## src/rtl/alu_cmd_issuer.sv

```systemverilog
// Purpose: buffers ALU commands in a small FIFO and issues them one at a time to alu_top, returning tagged results.
// Latency: a pop in cycle t gives rsp_valid in cycle t+ALU_LAT+2, and a push into an empty idle block responds after ALU_LAT+3 cycles.
// Backpressure: cmd_ready falls only when the FIFO is full; a response is held on rsp_* until rsp_ready, and nothing new issues meanwhile.
module alu_cmd_issuer #(
  parameter int N       = 4,
  parameter int DEPTH   = 4,
  parameter int ALU_LAT = 1,
  parameter int TAG_W   = 4
) (
  input  logic                     clk,
  input  logic                     reset,
  // command port
  input  logic                     cmd_valid,
  output logic                     cmd_ready,
  input  logic [N-1:0]             cmd_operand1,
  input  logic [N-1:0]             cmd_operand2,
  input  logic [1:0]               cmd_operation,
  // alu_top drive and return
  output logic [N-1:0]             alu_operand1,
  output logic [N-1:0]             alu_operand2,
  output logic [1:0]               alu_operation,
  input  logic [N:0]               alu_result,
  // response port
  output logic                     rsp_valid,
  input  logic                     rsp_ready,
  output logic [N:0]               rsp_result,
  output logic [TAG_W-1:0]         rsp_tag,
  // status
  output logic [$clog2(DEPTH):0]   fifo_count,
  output logic                     busy
);

  localparam int PTR_W  = $clog2(DEPTH);
  localparam int CNT_W  = PTR_W + 1;
  localparam int WCNT_W = $clog2(ALU_LAT + 1);

  // One queued command; opcode and operands travel together untouched.
  typedef struct packed {
    logic [1:0]   operation;
    logic [N-1:0] operand2;
    logic [N-1:0] operand1;
  } cmd_t;

  typedef enum logic [1:0] {
    ST_IDLE = 2'd0,
    ST_WAIT = 2'd1,
    ST_RESP = 2'd2
  } state_t;

  // ---------------------------------------------------------------------------
  // Command FIFO
  // ---------------------------------------------------------------------------
  cmd_t             mem_q [DEPTH];
  logic [PTR_W-1:0] wr_ptr_q, wr_ptr_d;
  logic [PTR_W-1:0] rd_ptr_q, rd_ptr_d;
  logic [CNT_W-1:0] count_q,  count_d;

  logic   fifo_full;
  logic   fifo_empty;
  logic   push;
  logic   pop;
  cmd_t   cmd_in;
  cmd_t   head;

  state_t           state_q;
  logic [WCNT_W-1:0] wcnt_q;
  logic [TAG_W-1:0] seq_q;
  logic [N-1:0]     alu_operand1_q;
  logic [N-1:0]     alu_operand2_q;
  logic [1:0]       alu_operation_q;
  logic             rsp_valid_q;
  logic [N:0]       rsp_result_q;
  logic [TAG_W-1:0] rsp_tag_q;

  assign fifo_full  = (count_q == CNT_W'(DEPTH));
  assign fifo_empty = (count_q == '0);

  // Ready depends on fullness only; a same-cycle pop does not open a slot.
  assign cmd_ready  = !reset && !fifo_full;
  assign push       = cmd_valid && cmd_ready;

  // Only the FSM pops, and only from IDLE with something queued.
  assign pop        = (state_q == ST_IDLE) && !fifo_empty;

  assign cmd_in.operand1  = cmd_operand1;
  assign cmd_in.operand2  = cmd_operand2;
  assign cmd_in.operation = cmd_operation;
  assign head             = mem_q[rd_ptr_q];

  // Next pointer and occupancy; pointers wrap naturally because DEPTH is a power of two.
  always_comb begin
    wr_ptr_d = wr_ptr_q;
    rd_ptr_d = rd_ptr_q;
    count_d  = count_q;
    if (push) begin
      wr_ptr_d = wr_ptr_q + 1'b1;
    end
    if (pop) begin
      rd_ptr_d = rd_ptr_q + 1'b1;
    end
    case ({push, pop})
      2'b10:   count_d = count_q + 1'b1;
      2'b01:   count_d = count_q - 1'b1;
      default: count_d = count_q;
    endcase
  end

  // FIFO pointer and occupancy registers; reset empties the queue.
  always_ff @(posedge clk) begin
    if (reset) begin
      wr_ptr_q <= '0;
      rd_ptr_q <= '0;
      count_q  <= '0;
    end else begin
      wr_ptr_q <= wr_ptr_d;
      rd_ptr_q <= rd_ptr_d;
      count_q  <= count_d;
    end
  end

  // FIFO storage write; contents need no reset since the pointers gate every read.
  always_ff @(posedge clk) begin
    if (push) begin
      mem_q[wr_ptr_q] <= cmd_in;
    end
  end

  // ---------------------------------------------------------------------------
  // Issue FSM
  // ---------------------------------------------------------------------------

  // Issue / wait / respond sequencer with all its outputs registered.
  always_ff @(posedge clk) begin
    if (reset) begin
      state_q         <= ST_IDLE;
      wcnt_q          <= '0;
      seq_q           <= '0;
      alu_operand1_q  <= '0;
      alu_operand2_q  <= '0;
      alu_operation_q <= '0;
      rsp_valid_q     <= 1'b0;
      rsp_result_q    <= '0;
      rsp_tag_q       <= '0;
    end else begin
      case (state_q)
        ST_IDLE: begin
          // ALU ports keep their last values until something is popped.
          if (pop) begin
            alu_operand1_q  <= head.operand1;
            alu_operand2_q  <= head.operand2;
            alu_operation_q <= head.operation;
            rsp_tag_q       <= seq_q;
            seq_q           <= seq_q + 1'b1;
            wcnt_q          <= WCNT_W'(ALU_LAT);
            state_q         <= ST_WAIT;
          end
        end
        ST_WAIT: begin
          // The extra zero-count cycle lets a registered ALU settle before capture.
          if (wcnt_q != '0) begin
            wcnt_q <= wcnt_q - 1'b1;
          end else begin
            rsp_result_q <= alu_result;
            rsp_valid_q  <= 1'b1;
            state_q      <= ST_RESP;
          end
        end
        ST_RESP: begin
          // Response held stable until the consumer takes it.
          if (rsp_ready) begin
            rsp_valid_q <= 1'b0;
            state_q     <= ST_IDLE;
          end
        end
        default: begin
          state_q <= ST_IDLE;
        end
      endcase
    end
  end

  assign alu_operand1  = alu_operand1_q;
  assign alu_operand2  = alu_operand2_q;
  assign alu_operation = alu_operation_q;
  assign rsp_valid     = rsp_valid_q;
  assign rsp_result    = rsp_result_q;
  assign rsp_tag       = rsp_tag_q;
  assign fifo_count    = count_q;
  assign busy          = (state_q != ST_IDLE);

endmodule

```

## config.mk

```make
export PLATFORM = sky130hd
export DESIGN_NAME = alu_cmd_issuer
export DESIGN_NICKNAME = d
export VERILOG_FILES = /design/src/rtl/alu_cmd_issuer.sv
export SDC_FILE = /design/constraint.sdc
export NUM_CORES = 1
export LEC_CHECK = 0
export ABC_CLOCK_PERIOD_IN_PS = 4700
export CORE_UTILIZATION = 41
export CTS_BUF_LIST = sky130_fd_sc_hd__clkbuf_4 sky130_fd_sc_hd__clkbuf_8
export CTS_CLUSTER_DIAMETER = 150
export DETAILED_ROUTE_END_ITERATION = 16
export DONT_BUFFER_PORTS = 1
export PLACE_DENSITY = 0.62
export REMOVE_ABC_BUFFERS = 1
export SYNTH_ARGS = -nofsm -noshare
export SYNTH_HDL_FRONTEND = slang
export SYNTH_SLANG_ARGS = --single-unit
```

## constraint.sdc

```tcl
create_clock -name clk -period 4.7 [get_ports clk]
set_input_delay 0.94 -clock clk [delete_from_list [all_inputs] [get_ports clk]]
set_output_delay 0.94 -clock clk [all_outputs]
set_load 0.02 [all_outputs]
```

==> summary.txt, run 1 <==
Run status
  – Status: finished clean

Logic synthesis
  – Largest area contributor in the netlist: edfxtp_1
  – Synth warnings: 0
  – Area share of the largest cell type after synthesis: 0.4035
  – Synth top area cells: edfxtp_1 (40%), dfxtp_1 (23%), mux4_2 (7.6%)
  – Post-synthesis cell area: 2977 um2
  – Synth cell types: 32
  – Syn Area/Cell: 13.17 um2
  – Synth Register Bits: 74
  – Seq/Total Area, Yosys: 0.6322
  – Post-Syn Instances: 226

Clock network
  – CTS Sinks: 74
  – Max Root-Sink Buffers: 2
  – Num CTS Buffers: 9
  – Htree depth: 3
  – Post-CTS sizing: 0
  – Cts hold-fix bufs: 0
  – TritonCTS clock tree: done
  – Postcts setup bufs: 0
  – Worst-Skew Late Latency: 350 ps
  – Worst-path clk slew: 70 ps
  – CTS Root Cell: clkbuf_8

Layout
  – Fillers: 616
  – Footprint of the multi-input gates: 970.9 um2
  – Share of cells above drive strength 1: 0.1454
  – Area growth syn-to-layout: 9.500%
  – N_diodes: 0
  – Final Non-Filler Cells: 323
  – Fin util: 0.4719
  – Register area: 1882 um2
  – Fin nets: 248

Global routing
  – Vias in the first global route: 1690
  – Global-route wire length before repair: 8397 um
  – Overall Global Routing Usage: 0.1529
  – Initial antenna violation count: 0
  – Global route total overflow: 0
  – Largest net degree at the start of global routing: 39

Die
  – Full die area: 7605 um2
  – Die X-Extent: 87.21 um
  – Die Y-Extent: 87.21 um
  – FP Rows: 30
  – Starting Density: 0.4310
  – Total core area: 6907 um2
  – I/O pin total: 44

Detailed routing
  – Routed WL per cell: 16.08 um
  – Routed Wire Length: 5193 um
  – DR vias: 1692
  – Avg Vias per Cell: 5.238
  – Initial DRC count: 106
  – Drt drc: 0
  – Pre-Repair DR Iteration Count: 4
  – ANT nets after route: 0

Power and ir drop
  – Lkg Pwr: 0.001076 uW
  – PwrDens: 652.2 nW/um2
  – VDD IR-drop max: 0.0002398 V

Placed design
  – I/O Buffers: 0
  – Gp weighted congestion: 0.7256
  – Post-DP HPWL: 3260 um
  – Placed cells: 307

Setup path
  – Worst Path Required: 4980 ps
  – Crit path kind: register to register
  – CP Launch Type: register
  – Crit path capture type: register
  – Worst-path fanout max: 18
  – Worst path arrival time: 2960 ps

STA
  – Slew of the pin with the lowest slew margin: 1125 ps
  – Final TNS setup: 0 ps
  – RSZ-0062 raised after global routing: false
  – Tmin final: 2679 ps
  – Layout Skew: 7.178 ps
  – Final setup fails: 0
  – WHS: 480.2 ps
  – Fmax: 373.3 MHz
  – Final hold vios: 0
  – Final Max Slew Viols: 0
  – Crit share post-route: 0.5699
  – Rel. slew slack: 0.2461

Flow run
  – Total of max-cap violations: 0

Worst hold path
  – Worst hold path type: register to register
## metrics by stage
step                cell area [um2]  worst slack [ps]  power (uW)
floorplan                      2898              2307        1415
global placement               3018              2074        1554
detailed placement             3018              1996        1569
CTS                            3259              1983        2159
finish                         3259              2021        2126
global route                   3259              1776        2265
## synth_stat cells, drive strengths merged
master and n:
mux2i 6, o21ai 21, dfxtp 34, nand3 16, and2 4, nand2 3, mux4 10, ha 6
a31oi 1, nor3 1, clkbuf 4, nor2 16, nand2b 1, fa 1, a21oi 23, a311oi 2
inv 12, or3 4, a31o 2, or4 1, xor2 2, o31ai 1, buf 11, nor3b 3
edfxtp 40, mux2 1
## kinds of logic (layout without fill, tap and decap cells)
group	after synthesis	in the layout	synth area share
adder cells (fa/ha/maj)	7	7	0.03195
AO/OA/AOI/OAI	50	50	0.09458
flip-flops	74	74	0.6322
AND/OR/NAND/NOR	49	49	0.09416
multiplexers	17	17	0.09962
buffers and inverters	27	28	0.04161
XOR/XNOR	2	2	0.005886
## layout make-up
type,instances,share of cell area
inverter,12,0.01382
sequential,74,0.5773
clock inverter,5,0.03148
tap,96,0.03685
multi-input combinational,125,0.2979
clock buffer,11,0.04261
## cells in the final DEF, fill, tap and decap left out, drive strengths merged, types with 4 or more instances in the layout
master	count
or3	4
o21ai	21
and2	4
edfxtp	40
mux4	10
nor2	16
dfxtp	34
inv	12
mux2i	6
a21oi	23
nand3	16
ha	6
clkbuf	11
## metal layers
metal / wire length, um / up-vias / track usage
met5: 0 / - / 0
met3: 371 / 5 / 0.07678
met4: 51 / 0 / 0.05067
met2: 2428 / 56 / 0.2434
li1: - / 817 / -
met1: 2342 / 814 / 0.1803
## registers in the layout, summed over array words and instances, names as in the netlist
| signal | cells |
|---|---|
| alu_operand1 | 4 |
| alu_operand2 | 4 |
| alu_operation | 2 |
| fifo_count | 3 |
| mem_q | 40 |
| rd_ptr_q | 2 |
| rsp_result | 5 |
| rsp_tag | 4 |
| rsp_valid | 1 |
| seq_q | 4 |
| state_q | 2 |
| wcnt_q | 1 |
| wr_ptr_q | 2 |
## report_power, final
group	internal, uW	switching (uW)
Clock	364	222
Sequential	798	194
Combinational	217	331
## critical path, cell delays in order (launching register included)
cell and delay, ps:
dfxtp_1 550, or3_1 590, nand2_1 140, inv_1 130, ha_1 180, inv_1 60
fa_1 370, xor2_1 150, or3_1 300, a21oi_1 140
## path summary, 6_finish.rpt
kind | from | slack, ps | cells after the start | endpoint
min | seq_q[3]$_SDFFE_PP0P_ | 480 | 2 | seq_q[3]$_SDFFE_PP0P_
min reg2reg | seq_q[3]$_SDFFE_PP0P_ | 480 | 2 | seq_q[3]$_SDFFE_PP0P_
max | fifo_count[0]$_SDFFE_PP0P_ | 2020 | 9 | fifo_count[2]$_SDFFE_PP0P_
max reg2reg | fifo_count[0]$_SDFFE_PP0P_ | 2020 | 9 | fifo_count[2]$_SDFFE_PP0P_
Power figures use the tool's default switching activity.
==> run 2: changes to the inputs <==
--- a/config.mk
+++ b/config.mk
@@ -5,7 +5,7 @@
 export SDC_FILE = /design/constraint.sdc
 export NUM_CORES = 1
 export LEC_CHECK = 0
-export ABC_CLOCK_PERIOD_IN_PS = 4700
+export ABC_CLOCK_PERIOD_IN_PS = 2800
 export CORE_UTILIZATION = 41
 export CTS_BUF_LIST = sky130_fd_sc_hd__clkbuf_4 sky130_fd_sc_hd__clkbuf_8
 export CTS_CLUSTER_DIAMETER = 150
==> constraint.sdc (replaced) <==
create_clock -name clk -period 2.8 [get_ports clk]
set_input_delay 0.56 -clock clk [delete_from_list [all_inputs] [get_ports clk]]
set_output_delay 0.56 -clock clk [all_outputs]
set_load 0.02 [all_outputs]
==> summary.txt, run 2 (synthesized netlist as in run 1, its figures left out) <==
Placed design
  – I/O Buffers: 0 (unchanged)
  – Gp weighted congestion: 0.6889 (-5.1%)
  – Placed cells: 311 (+1.3%)
  – Placement-stage cell area: 3048 um2 (+1.0%)
  – Post-DP HPWL: 3338 um (+2.4%)

Global routing
  – Vias in the first global route: 1693 (+0.18%)
  – Global-route wire length before repair: 8259 um (-1.6%)
  – Global route total overflow: 0 (unchanged)
  – Largest net degree at the start of global routing: 39 (unchanged)
  – Overall Global Routing Usage: 0.1520 (-0.0008197)
  – Initial antenna violation count: 0 (unchanged)

Clock network
  – Max Root-Sink Buffers: 2 (unchanged)
  – Htree depth: 3 (unchanged)
  – CTS Sinks: 74 (unchanged)
  – TritonCTS clock tree: done
  – Postcts setup bufs: 0 (unchanged)
  – CTS Root Cell: clkbuf_8
  – Cts hold-fix bufs: 0 (unchanged)
  – Worst-path clk slew: 80 ps (about the same)
  – Worst-Skew Late Latency: 340 ps (about the same)
  – Post-CTS sizing: 0 (unchanged)
  – Num CTS Buffers: 9 (unchanged)

Layout
  – Area growth syn-to-layout: 10.17%
  – Max reg flops: 40 (unchanged)
  – Design area: 3279 um2 (+0.61%)
  – Share of cells above drive strength 1: 0.1558 (+0.01047)
  – Fin nets: 252 (+1.6%)
  – Most frequent cells in the layout: edfxtp_1 (40), dfxtp_1 (34), a21oi_1 (23)
  – N_diodes: 0 (unchanged)
  – Largest Register: mem_q
  – Final Non-Filler Cells: 327 (+1.2%)
  – Leading cell type in the layout, fill and taps excluded: edfxtp_1

Detailed routing
  – Initial DRC count: 99 (-6.6%)
  – Drt drc: 0 (unchanged)
  – Avg Vias per Cell: 5.141 (-1.9%)
  – Routed Wire Length: 5239 um (+0.89%)
  – Routed WL per cell: 16.02 um (-0.35%)
  – DR vias: 1681 (-0.65%)
  – ANT nets after route: 0 (unchanged)
  – Pre-Repair DR Iteration Count: 4 (unchanged)

STA
  – RSZ-0062 raised after global routing: false
  – Final hold vios: 0 (unchanged)
  – Tmin final: 2401 ps (-277.6 ps)
  – Rel. slew slack: 0.6131 (+0.3670)
  – Final TNS setup: 0 ps (unchanged)
  – Crit share post-route: 0.8575 (+0.2876)
  – WHS: 284.7 ps (-195.6 ps)
  – Fmax: 416.5 MHz (+12%)
  – Layout Skew: 11.07 ps (+3.893 ps)
  – Slew of the pin with the lowest slew margin: 579.5 ps (-545.2 ps)
  – Final Max Slew Viols: 0 (unchanged)
  – Final setup fails: 0 (unchanged)

Power and ir drop
  – PwrDens: 1102 nW/um2 (+69%)
  – Lkg Pwr: 0.001091 uW (+1.4%)
  – VDD IR-drop max: 0.0003146 V (+31%)

Setup path
  – Worst R2R Path Depth: 9 (unchanged)
  – Reg2reg end: fifo_count[2]$_SDFFE_PP0P_
  – CP Launch Type: register
  – Crit path kind: register to register
  – Worst-path fanout max: 7 (-11)
  – R2r setup slk: 400 ps (-1620 ps)
  – Worst path arrival time: 2670 ps (-290 ps)
  – Worst Path Required: 3070 ps (-1910 ps)
  – Crit path capture type: register
  – Worst R2R Start: fifo_count[2]$_SDFFE_PP0P_

Die
  – I/O pin total: 44 (unchanged)
  – Die Y-Extent: 87.21 um (unchanged)
  – FP Rows: 30 (unchanged)
  – Die X-Extent: 87.21 um (unchanged)
  – Starting Density: 0.4310 (unchanged)
  – Full die area: 7605 um2 (unchanged)
  – Total core area: 6907 um2 (unchanged)

Flow run
  – Total of max-cap violations: 0 (unchanged)

Worst hold path
  – Hold_sp: reset
  – Worst hold path type: input pin to register
  – Cells on Worst Hold Path: 1 (-1)
  – Sink of the worst hold path: alu_operand1[1]$_SDFFE_PP0P_

Run status
  – Status: finished clean
==> run 2: changes by cell type in the layout (fill, tap and decap cells not counted), sizes merged <==
cell    change
clkinv      +2
buf         +4
clkbuf      -2
==> run 2: worst max path at each step <==
| stage | start | to | slack (ps) | cells past startpoint |
|---|---|---|---|---|
| floorplan | fifo_count[0]$_SDFFE_PP0P_ | fifo_count[2]$_SDFFE_PP0P_ | 410 | 9 |
| global placement | fifo_count[2]$_SDFFE_PP0P_ | fifo_count[2]$_SDFFE_PP0P_ | 490 | 9 |
| detailed placement | fifo_count[2]$_SDFFE_PP0P_ | fifo_count[2]$_SDFFE_PP0P_ | 400 | 9 |
| CTS | fifo_count[2]$_SDFFE_PP0P_ | fifo_count[2]$_SDFFE_PP0P_ | 380 | 9 |
| global route | fifo_count[2]$_SDFFE_PP0P_ | fifo_count[2]$_SDFFE_PP0P_ | 250 | 9 |
| finish | fifo_count[2]$_SDFFE_PP0P_ | fifo_count[2]$_SDFFE_PP0P_ | 400 | 9 |
==> run 2: final cells by class <==
type / count / area (um2)
Fill cell: 624 / 3627
Sequential cell: 74 / 1882
Multi-Input combinational cell: 125 / 970.9
Clock buffer: 9 / 123.9
Tap cell: 96 / 120.1
Clock inverter: 7 / 107.6
Inverter: 12 / 45.04
Timing Repair Buffer: 4 / 30.03
==> run 2: per-layer routing <==
layer  up-vias  wire length, um  global-route usage
li1        821                -                   -
met1       800             2335              0.1741
met2        56             2460              0.2441
met3         4              393             0.08436
met4         0               49             0.04620
met5         -                0                   0
==> run 2: where the power goes <==
group	internal, uW	leakage (uW)	switching, uW
sequential	1340	0.000641	291
combinational	418	0.000333	614
clock	583	0.000118	370
total	2340	0.00109	1270
==> run 2: per-stage QoR <==
| step | utilization | total power, uW | worst slack (ps) |
|---|---|---|---|
| 2_1_floorplan | - | 2376 | 413.2 |
| 3_3_place_gp | 0.4413 | 2674 | 489.7 |
| 3_5_place_dp | 0.4413 | 2705 | 403.7 |
| 4_1_cts | 0.4748 | 3657 | 375.4 |
| 5_1_grt | 0.4748 | 3846 | 247.1 |
| 6_report | 0.4748 | 3615 | 398.9 |
==> run 2: critical path, stage by stage (launching register included) <==
cell,delay [ps]
dfxtp_1,540
nor3b_1,370
nor3b_2,140
inv_1,80
ha_1,170
inv_1,60
fa_1,370
xor2_1,150
or3_1,300
a21oi_1,150
